[src/rtl/wb_regfile_pkg.sv]
// wb_regfile_pkg: definitions shared by the writeback stage, the register
// file and the forwarding logic.
//   selwb_e : encoding of the writeback source select
//   DW, AW, NREG : default data width, register address width and count
package wb_regfile_pkg;

  localparam int DW   = 32;
  localparam int AW   = 5;
  localparam int NREG = 32;

  // Code 3 is reserved and falls back to the ALU result.
  typedef enum logic [1:0] {
    WB_ALU  = 2'd0,
    WB_LOAD = 2'd1,
    WB_PC4  = 2'd2,
    WB_RSVD = 2'd3
  } selwb_e;

endpackage

[src/rtl/wb_regfile_wb_mux.sv]
// wb_mux: purely combinational writeback source select. The forwarding unit
// instantiates it as well, so both see the same value.
//   sel       in  2  writeback source select (selwb_e encoding)
//   alu_out   in  W  ALU result
//   load_data in  W  extended load data
//   pc_add4   in  W  link address
//   wb_data   out W  selected writeback value
module wb_mux
  import wb_regfile_pkg::*;
#(
  parameter int W = wb_regfile_pkg::DW
) (
  input  logic [1:0]   sel,
  input  logic [W-1:0] alu_out,
  input  logic [W-1:0] load_data,
  input  logic [W-1:0] pc_add4,
  output logic [W-1:0] wb_data
);

  always_comb begin
    wb_data = alu_out;
    case (selwb_e'(sel))
      WB_LOAD: wb_data = load_data;
      WB_PC4:  wb_data = pc_add4;
      default: wb_data = alu_out;
    endcase
  end

endmodule

[src/rtl/wb_regfile.sv]
// wb_regfile: writeback stage plus architectural register file.
// Selects the writeback value, writes it into the array on CLK, serves two
// combinational read ports with same-cycle write-to-read bypass, and counts
// committed writes.
// Build option: define R0_ZERO_EN to hardwire register 0 to zero (writes to
// it are dropped, not counted and not bypassed).
//   CLK, RSTN          clock, asynchronous active-low reset
//   SelWB_W            writeback source select
//   WEN_W              write enable, active-low
//   ALUOUT_W, LoadData_W, PCADD4_W  writeback sources
//   WA_W               write address
//   RA1, RA2 / RD1, RD2  read addresses / combinational read data
//   WBDATA_W           selected writeback value (for forwarding)
//   WCNT               committed-write counter, wraps silently
module wb_regfile #(
  parameter int DW   = wb_regfile_pkg::DW,
  parameter int NREG = wb_regfile_pkg::NREG,
  parameter int AW   = wb_regfile_pkg::AW,
  parameter int CW   = 32
) (
  input  logic          CLK,
  input  logic          RSTN,
  input  logic [1:0]    SelWB_W,
  input  logic          WEN_W,
  input  logic [DW-1:0] ALUOUT_W,
  input  logic [DW-1:0] LoadData_W,
  input  logic [DW-1:0] PCADD4_W,
  input  logic [AW-1:0] WA_W,
  input  logic [AW-1:0] RA1,
  input  logic [AW-1:0] RA2,
  output logic [DW-1:0] RD1,
  output logic [DW-1:0] RD2,
  output logic [DW-1:0] WBDATA_W,
  output logic [CW-1:0] WCNT
);

  import wb_regfile_pkg::*;

  logic [DW-1:0] regs_reg [NREG];
  logic [CW-1:0] wcnt_reg;
  logic          r0_drop;
  logic          commit;
  logic [AW-1:0] ra      [2];
  logic [DW-1:0] rd      [2];

  wb_mux #(.W(DW)) u_wb_mux (
    .sel       (SelWB_W),
    .alu_out   (ALUOUT_W),
    .load_data (LoadData_W),
    .pc_add4   (PCADD4_W),
    .wb_data   (WBDATA_W)
  );

`ifdef R0_ZERO_EN
  assign r0_drop = (WA_W == '0);
`else
  assign r0_drop = 1'b0;
`endif

  // A write that actually lands in the array; it drives the array, the
  // counter and the bypass so the three always agree.
  assign commit = ~WEN_W & ~r0_drop;

  // With R0_ZERO_EN register 0 is never committed, so it holds its reset
  // value of zero for good.
  always_ff @(posedge CLK or negedge RSTN) begin
    if (!RSTN) begin
      for (int i = 0; i < NREG; i++) regs_reg[i] <= '0;
    end else if (commit) begin
      regs_reg[WA_W] <= WBDATA_W;
    end
  end

  always_ff @(posedge CLK or negedge RSTN) begin
    if (!RSTN)       wcnt_reg <= '0;
    else if (commit) wcnt_reg <= wcnt_reg + CW'(1);
  end

  assign WCNT  = wcnt_reg;
  assign ra[0] = RA1;
  assign ra[1] = RA2;

  // Bypass keys off commit, so a dropped R0 write is never forwarded and
  // reads of R0 return the hardwired zero.
  for (genvar gi = 0; gi < 2; gi++) begin : g_rd
    assign rd[gi] = (commit && (WA_W == ra[gi])) ? WBDATA_W : regs_reg[ra[gi]];
  end

  assign RD1 = rd[0];
  assign RD2 = rd[1];

endmodule

[config.mk]
export PLATFORM = sky130hd
export DESIGN_NAME = wb_regfile
export DESIGN_NICKNAME = d
export VERILOG_FILES = /design/src/rtl/wb_regfile_pkg.sv /design/src/rtl/wb_regfile_wb_mux.sv /design/src/rtl/wb_regfile.sv
export SDC_FILE = /design/constraint.sdc
export NUM_CORES = 2
export LEC_CHECK = 0
export BUFFER_PORTS_ARGS = -buffer_cell sky130_fd_sc_hd__buf_2
export CORE_MARGIN = 2
export CORE_UTILIZATION = 25
export CTS_CLUSTER_SIZE = 28
export DETAILED_ROUTE_END_ITERATION = 7
export SYNTH_ARGS = -nofsm -noshare
export SYNTH_HDL_FRONTEND = slang
export SYNTH_HIERARCHICAL = 1
export SYNTH_SLANG_ARGS = --single-unit
[constraint.sdc]
create_clock -name CLK -period 1.8 [get_ports CLK]
set_input_delay 0.09 -clock CLK [delete_from_list [all_inputs] [get_ports CLK]]
set_output_delay 0.09 -clock CLK [all_outputs]
set_load 0.02 [all_outputs]
# == Word-level counts from Yosys, hierarchy flattened ==
# Cells that the tools add are included.
# op_classes
mux,12
reduce_logical,3
addsub,1
n_lt_le_gt_ge,4
n_bitwise,4
eq_ne,4
n_div,0
shift,0
n_mul,0
# ops
operator,n
$bwmux W1024,1
$bmux W32 S5,2
$mux W32,7
$demux W32 S5,1
$pmux W32 S2,1
$add A32 B1 Y32 const B,1
$ge A6 B6 Y1 const B,3
$not A5 Y6,3
$eq A5 B5 Y1,2
$lt A6 B1 Y1 const B,1
$logic_and A1 B1 Y1,3
$eq A2 B1 Y1 const B,1
$eq A2 B2 Y1 const B,1
$not A1 Y1,1
# totals
regBits,1056
mem_count,0
latchBits,0
ram_bits,0
elab_cells,61
rom_bits,0

# == Depth between registers and ports, before layout ==
# depth
depth_word,6
mapped_depth,9
depth_no_buf,6

# == By module ==
# The synthesis kept the hierarchy.
# modules_own_cells
module,cells_each,area_each_um2,instances
wb_regfile,4094,57149.8,1
wb_mux,113,636.9,1

# == Worst setup path after synthesis ==
# Ideal clock, no wire load.
# synth_timing
kind,input-to-output
startpoint,input port SelWB_W[0]
endpoint,output port RD2[29]
path_buffers,2
required_ns,1.710
path_slack_ns,-0.445
cell_stages,7
t_arrival_ns,2.155
path_cell_list,inv_1 > ha_1 > buf_2 > o21ai_0 > clkbuf_1 > nor2_1 > nor3_1
# synth_between
elab_chain_len,3
# synth_lines
element,line,text
start: declaration,wb_regfile.sv:23,"input logic [1:0] SelWB_W,"
$eq A2 B2 Y1 or $eq A2 B1 Y1 (tied branches),wb_regfile_wb_mux.sv:22,case (selwb_e'(sel))
$pmux W32 S2 (*),wb_regfile_wb_mux.sv:22,
net WBDATA_W[29],wb_regfile.sv:33,"output logic [DW-1:0] WBDATA_W,"
$mux W32 (*),wb_regfile.sv:86,assign rd[gi] = (commit && (WA_W == ra[gi])) ? WBDATA_W : regs_reg[ra[gi]];
end: declaration,wb_regfile.sv:32,"output logic [DW-1:0] RD2,"
# Mark *: on every way through the listed nets, which the timed path passes. The rest lies on a longest branch.

# == Worst setup path in the final report ==
# layout_timing
startpoint,register regs_reg[158] (netlist name)
endpoint,output port RD2[30]
# layout_between
elab_chain_len,4
# layout_lines
element,line,text
start: declaration,wb_regfile.sv:39,logic [DW-1:0] regs_reg [NREG];
start signal: indexed assignment,wb_regfile.sv:70,regs_reg[WA_W] <= WBDATA_W;
$bmux W32 S5,wb_regfile.sv:86,
$mux W32 (not written as such) (2 in series),wb_regfile.sv:86,
$mux W32,wb_regfile.sv:86,
# Every way passes these cells. The select of a mux whose other input is x is not followed.

==> impl_metrics.tcl <==
set metrics [dict create \
    hold_viol_final 0 \
    dpl-instance-area_sq_mm 0.0698 \
    htree_levels 3 \
    clockBufferDepth 3 \
    grt_setup_unrepaired "true" \
    skew_ns 0.00802 \
    grt_first_pass_wirelength_um 308000 \
    netlist_instances 4207 \
    largest_register_ff_count 1024 \
    cp.required_ns 1.71 \
    cp.buffers_inverters 2 \
    whs_path_depth 6 \
    cts_buffers 114 \
    worstPathCellList "mux4_2 -> mux2_4 -> a2111oi_4 -> buf_4 -> nor3_4 -> buf_6" \
    clock_tree.root_cell "clkbuf_16" \
    path_class "reg -> out" \
    drcViolationCount 0 \
    vias_per_cell 5.17 \
    core_area_sq_mm 0.230 \
    dp_hpwl_um 143000 \
    yosys.area_share.simple_pct 3.62 \
    max-slew-margin-rel_pct 50.5 \
    antenna_found_initial 5 \
    synth_flop_cell "dfrtp_1" \
    r2r-end "WCNT[27]" \
    grt_pass1_vias 44100 \
    avgSynthCellArea_sq_um 13.7 \
    hp-class "in -> reg" \
    fmax_mhz 347 \
    yosys-top-cells-count "mux2_2 (1,309), dfrtp_1 (1,056), mux4_2 (298)" \
    vias 41900 \
    placement.io_buffers 243 \
    synth_area_leaders "dfrtp_1 (46%), mux2_2 (26%), mux4_2 (12%), mux2i_1 (3.0%), o22ai_1 (1.9%)" \
    io_pins 244 \
    ys_types 61 \
    clock_latency_ns 0.75 \
    min_to "regs_reg[451]" \
    area_delta_synth_final_pct 32.5 \
    dp_slack_ns -1.17 \
    reg2reg_from "WCNT[2]" \
    min_period_over_period_pct 160 \
    die_area_sq_mm 0.235 \
    max_stage_delay_ns 0.47 \
    reg2reg_slack_ns 0.20 \
    synth-compound-area-share_pct 5.31 \
    cp_top_family "multiplexers" \
    die_x_um 485 \
    synth.top_cell.area_share_pct 45.7 \
    violations "negative setup slack" \
    synth_most_common_cell "mux2_2" \
    synth_fa_ha_area_share_pct 0.0650 \
    final_area_sq_mm 0.0765 \
    start_util_pct 25.1 \
    worstHoldStart "ALUOUT_W[3]" \
    cp-end-kind "output port" \
    grt_util_all_layers_pct 17.4 \
    globalplace.congestion 0.882 \
    worstPathMaxFanout 3 \
    ys_seq_area_share_pct 45.7 \
    final_max_slew_viol_count 0 \
    synth-seq-cells 1056 \
    num_rows 176 \
    yosysTopAreaCell "dfrtp_1" \
    setup_viol 64 \
    critPathLaunchType "register" \
    synth_edf_count 0 \
    outcome "complete, but fails checks" \
    async_flop_share_pct 100 \
    ff2ff_path_depth 6 \
    dr.pass1.iters 5 \
    detail_route.iter0.violations 3079 \
    synthXorXnorAreaFrac_pct 0.621 \
    worst_ep_arrival_time_ns 2.79 \
    period_needed_ns 2.88 \
    p_per_area_mw_per_mm2 997 \
    worst_slew_pin_slew_ns 0.741 \
    final.setup.tns_ns -53.60 \
    utilization_pct 33.3 \
    nNetsFinal 5086 \
    clock-sinks 1056 \
    drive_gt1_share_pct 61.1 \
    whs_ns 0.0229 \
    synthesis.nets 4326 \
    cts_tree "done" \
    drtAntennaViolNets 0 \
    drv_cap 0 \
    peakVddDrop_mv 0.839 \
    syn-cell-area_sq_mm 0.0578 \
    overflow 0 \
    wl_per_cell_um 25.8 \
    clk_pin_slew_ns 0.06 \
    cp_slowest_cell "mux4_2" \
    synth.mux.area_fraction_pct 40.9 \
    fp.dieH_um 485 \
    finalWorstSetupSlack_ns -1.08 \
    grt_max_degree 47 \
    p_leak_nw 34.5 \
    drt-total-wl_um 209000 \
    yosysWarnings 6 \
    synth_top_family_by_area "multiplexers" \
]
-- cells in the final DEF, fill, tap and decap left out, types with 28 or more instances in the layout --
cell	n
mux2_2	1267
dfrtp_1	1056
buf_4	531
mux4_2	298
buf_12	220
mux2i_1	170
o22ai_1	170
buf_2	170
clkbuf_16	115
a22oi_1	99
nand2_1	93
buf_6	92
dlygate4sd3_1	54
nor3_1	49
mux2_4	42
mux2_1	37
xnor2_1	34
clkinv_2	32
nand2_2	28
-- report_power, final --
group	internal (mW)	leakage, nW	switching, mW
Combinational	11.3	18.6	8.75
Clock	14.3	1.95	10.6
Sequential	28.1	13.9	3.25
Total	53.7	34.5	22.6
-- worst register-to-register path: stages (launching register included) --
cell     delay (ns)
dfrtp_1        0.40
and3b_1        0.26
nand4_1        0.19
nor3_2         0.17
buf_4          0.18
nand4_1        0.13
xnor2_1        0.16
-- final cells by class --
type / instances / area (sq um)
antenna: 3 / 7.51
fill: 22400 / 153000
sequential: 1056 / 26400
clock inverter: 54 / 668
timing repair buffer: 1079 / 11000
inverter: 4 / 15.0
tap: 3026 / 3790
clock buffer: 161 / 3280
multi-input combinational: 2712 / 31400
-- worst max path at each step --
stage,start,endpoint,slack (ns),cells past startpoint
2_1_floorplan,SelWB_W[0],RD1[11],-0.20,7
3_3_place_gp,RA2[0],RD2[30],-1.36,8
3_5_place_dp,RA2[0],RD2[30],-1.17,8
4_1_cts,regs_reg[158],RD2[30],-1.09,6
5_1_grt,regs_reg[158],RD2[30],-1.12,6
6_report,regs_reg[158],RD2[30],-1.08,6
-- cells by family after synthesis --
kind of cell,Yosys count
AO/OA/AOI/OAI,452
flip-flops,1056
buffers and inverters,439
multiplexers,1818
XOR/XNOR,41
AND/OR/NAND/NOR,398
adder cells (fa/ha/maj),3
-- layer usage --
metal  up-vias  global-route usage [%]  share of wire, %
li1      17700                       -                 -
met1     22300                    22.1                41
met2      1560                    28.9                48
met3       406                    3.07               6.3
met4         0                    7.60               4.6
met5         -                       0                 0
-- repair_timing --
item	in CTS	in global routing
gates cloned	0	0
hold buffers	58	2
buffers inserted	20	9
gates resized for setup	410	55
endpoints found under the setup margin	68	140
hold endpoints to repair	1224	5
pin swaps	133	48
-- per-stage QoR --
| step | power, mW | std cells |
|---|---|---|
| finish | 76.3 | 8095 |
| global route | 79.4 | 8093 |
| CTS | 76.4 | 8083 |
| detailed placement | 49.9 | 7807 |
| global placement | 49.2 | 7807 |
| floorplan | 42.0 | 4207 |
(Power assumes the default switching activity.)
